**src/rtl/riscv_pkg.sv**
```systemverilog
// Shared RV32I pipeline types: EX/MEM control bundle, writeback-source encodings
// and the full EX/MEM payload carried through the skid buffer.
package riscv_pkg;

  localparam int XLEN  = 32;
  localparam int REG_W = 5;

  typedef enum logic [1:0] {
    M2R_ALU = 2'b00,
    M2R_MEM = 2'b01,
    M2R_PC4 = 2'b10
  } mem_to_reg_e;

  typedef struct packed {
    logic        reg_write;
    logic        mem_read;
    logic        mem_write;
    mem_to_reg_e mem_to_reg;
  } ctrl_t;

  // Field widths are fixed here, so the top-level width parameters must stay at XLEN/REG_W.
  typedef struct packed {
    logic [XLEN-1:0]  alu_result;
    logic [XLEN-1:0]  store_data;
    logic [XLEN-1:0]  pc_plus4;
    logic [REG_W-1:0] rd;
    logic [2:0]       funct3;
    ctrl_t            ctrl;
  } ex_mem_t;

endpackage

```
**src/rtl/skid_buffer.sv**
```systemverilog
// Generic 2-entry valid/ready skid buffer with synchronous flush.
// in_ready comes straight from a flop, so there is no combinational out_ready -> in_ready path.
module skid_buffer #(
  parameter type T = logic [7:0]
) (
  input  logic clk,
  input  logic rst_n,
  input  logic flush,
  input  logic in_valid,
  output logic in_ready,
  input  T     in_data,
  output logic out_valid,
  input  logic out_ready,
  output T     out_data
);

  logic m_valid;
  logic s_valid;
  T     m_data;
  T     s_data;
  logic in_xfer;
  logic out_xfer;

  assign in_ready  = !s_valid;
  assign out_valid = m_valid;
  assign out_data  = m_data;
  assign in_xfer   = in_valid && !s_valid;
  assign out_xfer  = m_valid && out_ready;

  // M is the head; S only fills when M is held by a stalled consumer and another entry arrives.
  always_ff @(posedge clk or negedge rst_n) begin
    if (!rst_n) begin
      m_valid <= 1'b0;
      s_valid <= 1'b0;
      m_data  <= '0;
      s_data  <= '0;
    end else if (flush) begin
      m_valid <= 1'b0;
      s_valid <= 1'b0;
    end else if (!m_valid) begin
      if (in_xfer) begin
        m_data  <= in_data;
        m_valid <= 1'b1;
      end
    end else if (!s_valid) begin
      if (out_xfer) begin
        if (in_xfer) begin
          m_data <= in_data;
        end else begin
          m_valid <= 1'b0;
        end
      end else if (in_xfer) begin
        s_data  <= in_data;
        s_valid <= 1'b1;
      end
    end else if (out_xfer) begin
      m_data  <= s_data;
      s_valid <= 1'b0;
    end
  end

endmodule

```
**src/rtl/ex_mem_skid.sv**
```systemverilog
// EX/MEM pipeline boundary: skid-buffered handshake between execute and memory
// stages, plus the EX/MEM forwarding view consumed by the hazard unit.
module ex_mem_skid
  import riscv_pkg::*;
#(
  parameter int DATA_WIDTH = XLEN,
  parameter int REG_ADDR_W = REG_W
) (
  input  logic                  clk,
  input  logic                  rst_n,
  input  logic                  flush,
  input  logic                  in_valid,
  output logic                  in_ready,
  input  logic [DATA_WIDTH-1:0] in_alu_result,
  input  logic [DATA_WIDTH-1:0] in_store_data,
  input  logic [DATA_WIDTH-1:0] in_pc_plus4,
  input  logic [REG_ADDR_W-1:0] in_rd,
  input  logic [2:0]            in_funct3,
  input  ctrl_t                 in_ctrl,
  output logic                  out_valid,
  input  logic                  out_ready,
  output logic [DATA_WIDTH-1:0] out_alu_result,
  output logic [DATA_WIDTH-1:0] out_store_data,
  output logic [DATA_WIDTH-1:0] out_pc_plus4,
  output logic [REG_ADDR_W-1:0] out_rd,
  output logic [2:0]            out_funct3,
  output ctrl_t                 out_ctrl,
  output logic                  fwd_valid,
  output logic [REG_ADDR_W-1:0] fwd_rd,
  output logic [DATA_WIDTH-1:0] fwd_data,
  output logic                  fwd_is_load
);

  ex_mem_t in_entry;
  ex_mem_t head;

  always_comb begin
    in_entry            = '0;
    in_entry.alu_result = in_alu_result;
    in_entry.store_data = in_store_data;
    in_entry.pc_plus4   = in_pc_plus4;
    in_entry.rd         = in_rd;
    in_entry.funct3     = in_funct3;
    in_entry.ctrl       = in_ctrl;
  end

  skid_buffer #(
    .T(ex_mem_t)
  ) u_skid (
    .clk      (clk),
    .rst_n    (rst_n),
    .flush    (flush),
    .in_valid (in_valid),
    .in_ready (in_ready),
    .in_data  (in_entry),
    .out_valid(out_valid),
    .out_ready(out_ready),
    .out_data (head)
  );

  assign out_alu_result = head.alu_result;
  assign out_store_data = head.store_data;
  assign out_pc_plus4   = head.pc_plus4;
  assign out_rd         = head.rd;
  assign out_funct3     = head.funct3;
  assign out_ctrl       = head.ctrl;

  // x0 is never a forwarding source; loads are flagged so the hazard unit stalls instead.
  assign fwd_valid   = out_valid && head.ctrl.reg_write && (head.rd != '0);
  assign fwd_rd      = head.rd;
  assign fwd_data    = (head.ctrl.mem_to_reg == M2R_PC4) ? head.pc_plus4 : head.alu_result;
  assign fwd_is_load = out_valid && head.ctrl.mem_read;

endmodule

```
**config.mk**
```make
export PLATFORM = sky130hd
export DESIGN_NAME = ex_mem_skid
export DESIGN_NICKNAME = d
export VERILOG_FILES = /design/src/rtl/riscv_pkg.sv /design/src/rtl/skid_buffer.sv /design/src/rtl/ex_mem_skid.sv
export SDC_FILE = /design/constraint.sdc
export NUM_CORES = 1
export LEC_CHECK = 0
export ABC_AREA = 1
export CAP_MARGIN = 10
export CELL_PAD_IN_SITES_DETAIL_PLACEMENT = 1
export CELL_PAD_IN_SITES_GLOBAL_PLACEMENT = 2
export CORE_AREA = 2 2 179 225
export DETAILED_ROUTE_END_ITERATION = 12
export DIE_AREA = 0 0 181 227
export GPL_TIMING_DRIVEN = 1
export PLACE_DENSITY = 0.93
export SETUP_SLACK_MARGIN = 0.5
export SYNTH_ARGS = -nofsm -noshare
export SYNTH_HDL_FRONTEND = slang
export SYNTH_SLANG_ARGS = --single-unit
export TNS_END_PERCENT = 100
```
**constraint.sdc**
```tcl
create_clock -name clk -period 2.9 [get_ports clk]
set_clock_uncertainty 0.15 [all_clocks]
set_input_delay 0.435 -clock clk [delete_from_list [all_inputs] [get_ports clk]]
set_output_delay 0.435 -clock clk [all_outputs]
set_load 0.01 [all_outputs]
```
==> flow_metrics.py, run 1 <==
metrics = {
    "sta": {
        "finalSetupViolations": 0,
        "worst_pin_slew_ns": 0.765,
        "max_slew_margin": 0.490,
        "post-route-period-util": 0.856,
        "finalHoldViolCount": 0,
        "slew_viol_final": 0,
        "setup-tns-final_ns": 0,
        "worst_hold_slack_ns": 0.270,
        "finalCriticalPeriod_ns": 2.48,
        "rsz0062_at_grt": "yes",
        "fmax_mhz": 403,
        "worst_slack_ns": 0.417,
    },
    "detailed_routing": {
        "vias": 12090,
        "ant_nets": 0,
        "viasPerCell": 5.04,
        "avgRoutedWirePerCell_um": 18.3,
        "routed_wirelength_um": 43900,
        "drt-pass1-iter-count": 4,
        "route.detailed.drc": 0,
        "drt-initial-drc-count": 629,
    },
    "yosys": {
        "ys_types": 16,
        "netlist_instances": 1673,
        "ys_warn_count": 0,
        "ys_seq_area_frac": 0.476,
        "yosysTopAreaCell": "dfrtp_1",
        "netlist_area_um2": 11600,
        "syn_nets": 1787,
        "ys_ff_latch": 220,
        "synth_top_area_share": 0.476,
        "yosys-top-cells-area": "dfrtp_1 (48%), nand2_1 (24%), nand3_1 (16%)",
        "syn_area_per_cell_um2": 6.92,
    },
    "layout": {
        "syn2layout_area_growth_pct": 35.7,
        "fillCellCount": 4794,
        "final_common_cell": "nand2_1",
        "nNetsFinal": 1992,
        "drive_gt1_frac": 0.0564,
        "layout_common_cells": "nand2_1 (721), nand3_1 (360), clkdlybuf4s50_1 (232)",
    },
    "run_status": {
        "status": "finished, final reports clean",
    },
    "worst_setup_path": {
        "crit_cells": 5,
        "cp_cell_sequence": "nand2_4 -> buf_8 -> nand2_1 -> nand2_1 -> clkdlybuf4s50_1",
        "critPathBufInv": 2,
        "cp-start-kind": "flip-flop",
        "endpoint_kind": "primary output",
        "criticalPathCategory": "flip-flop to primary output",
        "path_max_fanout": 13,
        "r2r_cells": 7,
        "slowest_delay_ns": 0.52,
        "worstPathArrival_ns": 1.90,
        "cp.required_ns": 2.32,
        "crit_top_cell": "nand2_1",
        "slowest_stage": "clkdlybuf4s50_1",
        "path_delay_family": "buffers and inverters",
    },
    "global_route": {
        "first_global_vias": 12909,
        "antenna_found_initial": 5,
        "gr-total-overflow": 0,
        "grt_max_degree": 111,
        "track_usage": 0.213,
        "grt_pass1_wl_um": 70700,
    },
    "cts": {
        "tritoncts.num_buffers": 25,
        "tritoncts": "built",
        "clock_sinks": 220,
        "root_buffer": "clkbuf_16",
        "clock_latency_ns": 0.53,
        "clk_pin_slew_ns": 0.06,
        "cts_buffer_depth": 3,
        "htreeDepth": 1,
    },
    "floorplanning": {
        "rows": 81,
        "start_util": 0.297,
        "io_pins": 264,
        "die_area_um2": 41100,
        "die_h_um": 227,
        "core_area_um2": 38900,
        "die_w_um": 181,
    },
    "placed_design": {
        "pre_cts_slack_ns": 0.551,
        "io_buffer_count": 263,
        "gp_congestion": 0.752,
        "dp_hpwl_um": 26400,
    },
    "min_path": {
        "holdPathStages": 5,
        "hp-class": "input pin to flip-flop",
    },
    "flow_run": {
        "drv_cap": 0,
    },
    "power_and_ir_drop": {
        "power_leakage_nw": 8.40,
        "ir_drop_mv": 0.382,
        "p_per_area_nw_per_um2": 662,
    },
}
-- registers in the layout, indices dropped and copies added, names as in the netlist --
signal and flops:
u_skid.s_valid 1, u_skid.out_valid 1, u_skid.out_data 109, u_skid.s_data 109
-- cell type report --
cell class | instances | area (µm²) | share of cell area
sequential | 220 | 5510 | 0.351
clock buffer | 38 | 724 | 0.0462
multi-input combinational | 1312 | 5430 | 0.346
tap | 498 | 623 | 0.0397
clock inverter | 7 | 88.8 | 0.00566
timing repair buffer | 312 | 3270 | 0.208
inverter | 7 | 36.3 | 0.00231
antenna | 4 | 10.0 | 0.000638
-- through the flow --
step | util | cell area (µm²) | power, mW | std cells
5_1_grt | 0.403 | 15700 | 11.0 | 2398
6_report | 0.403 | 15700 | 10.4 | 2398
3_3_place_gp | 0.375 | 14600 | 7.02 | 2329
3_5_place_dp | 0.375 | 14600 | 7.14 | 2329
2_1_floorplan | - | 11600 | 5.55 | 1673
4_1_cts | 0.400 | 15600 | 10.5 | 2384
-- cells in the mapped netlist --
master    count
buf_6         2
buf_1         9
a21oi_1       1
dfrtp_1     220
buf_4        13
inv_2         2
nand3_1     360
nand2_2       2
clkbuf_1     49
nor2_1      221
nand3b_1      1
a31oi_1       1
buf_2        61
nand2_1     725
nor2_4        1
inv_1         5
-- worst register-to-register path: stages (launching register included) --
cell	delay, ns
dfrtp_1	0.46
clkinv_4	0.21
nand2_4	0.14
inv_4	0.12
nand2_4	0.10
buf_4	0.56
nand2_1	0.21
nand2_1	0.11
-- repair_timing --
item                                    CTS  global route
buffers inserted                          7            10
gates resized for setup                  37            26
hold buffers                              1             0
endpoints found under the hold margin    54             0
pin swaps                                 0             1
endpoints found under the setup margin   34            24
gates cloned                              2             0
-- per-layer routing --
metal,global-route usage,share of wire,up-vias
li1,-,-,5697
met1,0.265,0.44,6107
met2,0.387,0.51,235
met3,0.0278,0.033,49
met4,0.0632,0.021,2
met5,0,0.00030,-
-- power breakdown --
part	leakage (nW)	total [mW]	internal, mW	switching [mW]
logic	5.22	2.89	1.39	1.50
clock network	0.402	3.23	1.90	1.33
registers	2.78	4.27	3.73	0.542
total	8.40	10.4	7.02	3.37
-- final timing paths --
kind                               startpoint                   to  slack [ns]
max                        u_skid.out_data[1]         fwd_data[11]        0.42
max reg2reg                    u_skid.s_valid    u_skid.s_data[97]        0.79
min in group asynchronous               rst_n  u_skid.out_data[65]        0.33
min                                  in_valid  u_skid.out_data[51]        0.27
min reg2reg                 u_skid.s_data[70]    u_skid.s_data[70]        0.32
max in group asynchronous               rst_n  u_skid.out_data[76]        1.45
-- kinds of logic after synthesis --
family                 Yosys count  share of synthesized area
AND/OR/NAND/NOR               1310                      0.465
flip-flops                     220                      0.476
buffers and inverters          141                     0.0579
AO/OA/AOI/OAI                    2                   0.000973
No activity file was read; power rests on OpenSTA's default activity.
==> inputs of run 2 (changes only) <==
--- a/config.mk
+++ b/config.mk
@@ -12,2 +12,3 @@
 export CORE_AREA = 2 2 179 225
+export CTS_CLUSTER_DIAMETER = 40
 export DETAILED_ROUTE_END_ITERATION = 12
--- a/constraint.sdc
+++ b/constraint.sdc
@@ -4,2 +4,2 @@
 set_output_delay 0.435 -clock clk [all_outputs]
-set_load 0.01 [all_outputs]
+set_load 0.005 [all_outputs]
==> run 2 against run 1 <==
Compared with the run above: sequential power about the same; critical path type unchanged; power up 18%; worst hold slack improved by 0.0059 ns; clock-buffer cell count grew 9.
==> flow_metrics.py, run 2 (synthesis gave the netlist of run 1 again) <==
metrics = {
    "cts": {
        "tritoncts.num_buffers": 40,
        "root_buffer": "clkbuf_16",
        "clk_pin_slew_ns": 0.06,
        "tritoncts": "built",
        "cts_buffer_depth": 3,
        "clock_sinks": 220,
        "htreeDepth": 2,
        "clock_latency_ns": 0.53,
    },
    "floorplanning": {
        "io_pins": 264,
        "die_area_um2": 41100,
        "rows": 81,
        "die_w_um": 181,
        "core_area_um2": 38900,
        "start_util": 0.297,
        "die_h_um": 227,
    },
    "detailed_routing": {
        "viasPerCell": 5.01,
        "ant_nets": 0,
        "drt-initial-drc-count": 797,
        "routed_wirelength_um": 45000,
        "vias": 12194,
        "route.detailed.drc": 0,
        "avgRoutedWirePerCell_um": 18.5,
        "drt-pass1-iter-count": 4,
    },
    "global_route": {
        "track_usage": 0.218,
        "first_global_vias": 13015,
        "gr-total-overflow": 0,
        "antenna_found_initial": 7,
        "grt_pass1_wl_um": 71800,
        "grt_max_degree": 111,
    },
    "worst_setup_path": {
        "cp-start-kind": "flip-flop",
        "cp_cell_sequence": "nand2_8 -> buf_12 -> nand2_1 -> nand2_1 -> clkdlybuf4s50_1",
        "cp.required_ns": 2.32,
        "criticalPathCategory": "flip-flop to primary output",
        "crit_top_cell": "nand2_1",
        "slowest_delay_ns": 0.51,
        "endpoint_kind": "primary output",
        "worstPathArrival_ns": 1.91,
        "slowest_stage": "clkdlybuf4s50_1",
        "path_max_fanout": 11,
    },
    "power_and_ir_drop": {
        "power_mw": 12.3,
        "ir_drop_mv": 0.426,
        "power_leakage_nw": 8.91,
        "p_per_area_nw_per_um2": 742,
    },
    "flow_run": {
        "drv_cap": 0,
    },
    "sta": {
        "finalCriticalPeriod_ns": 2.50,
        "max_slew_margin": 0.461,
        "slew_viol_final": 0,
        "worst_pin_slew_ns": 0.809,
        "setup-tns-final_ns": 0,
        "worst_hold_slack_ns": 0.276,
        "post-route-period-util": 0.861,
        "finalHoldViolCount": 0,
        "finalSetupViolations": 0,
        "worst_slack_ns": 0.403,
        "fmax_mhz": 401,
        "rsz0062_at_grt": "yes",
    },
    "layout": {
        "layout.cells.non_filler": 2436,
        "final_common_cell": "nand2_1",
        "drive_gt1_frac": 0.0807,
        "finish.utilization": 0.426,
        "nNetsFinal": 2016,
        "syn2layout_area_growth_pct": 43.3,
        "layout_common_cells": "nand2_1 (721), nand3_1 (357), clkdlybuf4s50_1 (228)",
        "stdcell_area_um2": 16600,
    },
    "placed_design": {
        "placed_cells": 2328,
        "pre_cts_slack_ns": 0.530,
        "io_buffer_count": 263,
        "gp_congestion": 0.764,
        "placed_cell_area_um2": 14600,
        "dp_hpwl_um": 26100,
    },
    "run_status": {
        "status": "finished, final reports clean",
    },
    "min_path": {
        "hp-class": "input pin to flip-flop",
    },
}
[run 2: path summary, 6_finish.rpt]
kind	end	slack, ns	start	depth (start not counted)
worst max-delay path	fwd_data[31]	0.40	u_skid.out_data[1]	5
worst min-delay path	u_skid.s_data[56]	0.28	in_valid	5
worst max register to register	u_skid.out_data[30]	0.87	u_skid.s_valid	6
worst min register to register	u_skid.s_data[50]	0.32	u_skid.s_data[50]	2
max in group asynchronous	u_skid.s_data[81]	1.47	rst_n	3
min in group asynchronous	u_skid.out_data[65]	0.33	rst_n	2
[run 2: cell type report]
type,instances,area (µm²)
antenna,5,12.5
clock buffer,47,1100
clock inverter,26,367
fill,4762,22300
inverter,7,38.8
multi-input combinational,1312,5460
sequential,220,5520
tap,498,623
timing repair buffer,321,3470
[run 2: worst max-delay path: cells and delay by family, from the launching register on]
kind                   cells  cell delay, ns
AND/OR/NAND/NOR            3            0.26
buffers and inverters      2            0.65
flip-flops                 1            0.48
[run 2: where the power goes]
group | leakage [nW] | internal, mW | switching [mW] | total (mW)
Clock | 0.714 | 3.43 | 1.73 | 5.16
Sequential | 2.78 | 3.74 | 0.554 | 4.29
Combinational | 5.42 | 1.47 | 1.39 | 2.85
[run 2: timing repair]
action                                  4_1_cts  5_1_grt
gates resized for setup                      38       35
hold endpoints to repair                     69        0
hold buffers                                  1        0
endpoints found under the setup margin       34       26
cloned                                        4        1
setup buffers                                11       13
pin swaps                                     0        2
[run 2: routing by layer]
metal / wire length, µm / part of all wire / track usage / vias up
met2: 22500 / 0.50 / 0.387 / 291
met4: 1500 / 0.033 / 0.0792 / 4
met1: 19000 / 0.42 / 0.268 / 6060
met3: 1990 / 0.044 / 0.0376 / 67
met5: 26 / 0.00058 / 0 / -
li1: - / - / - / 5772
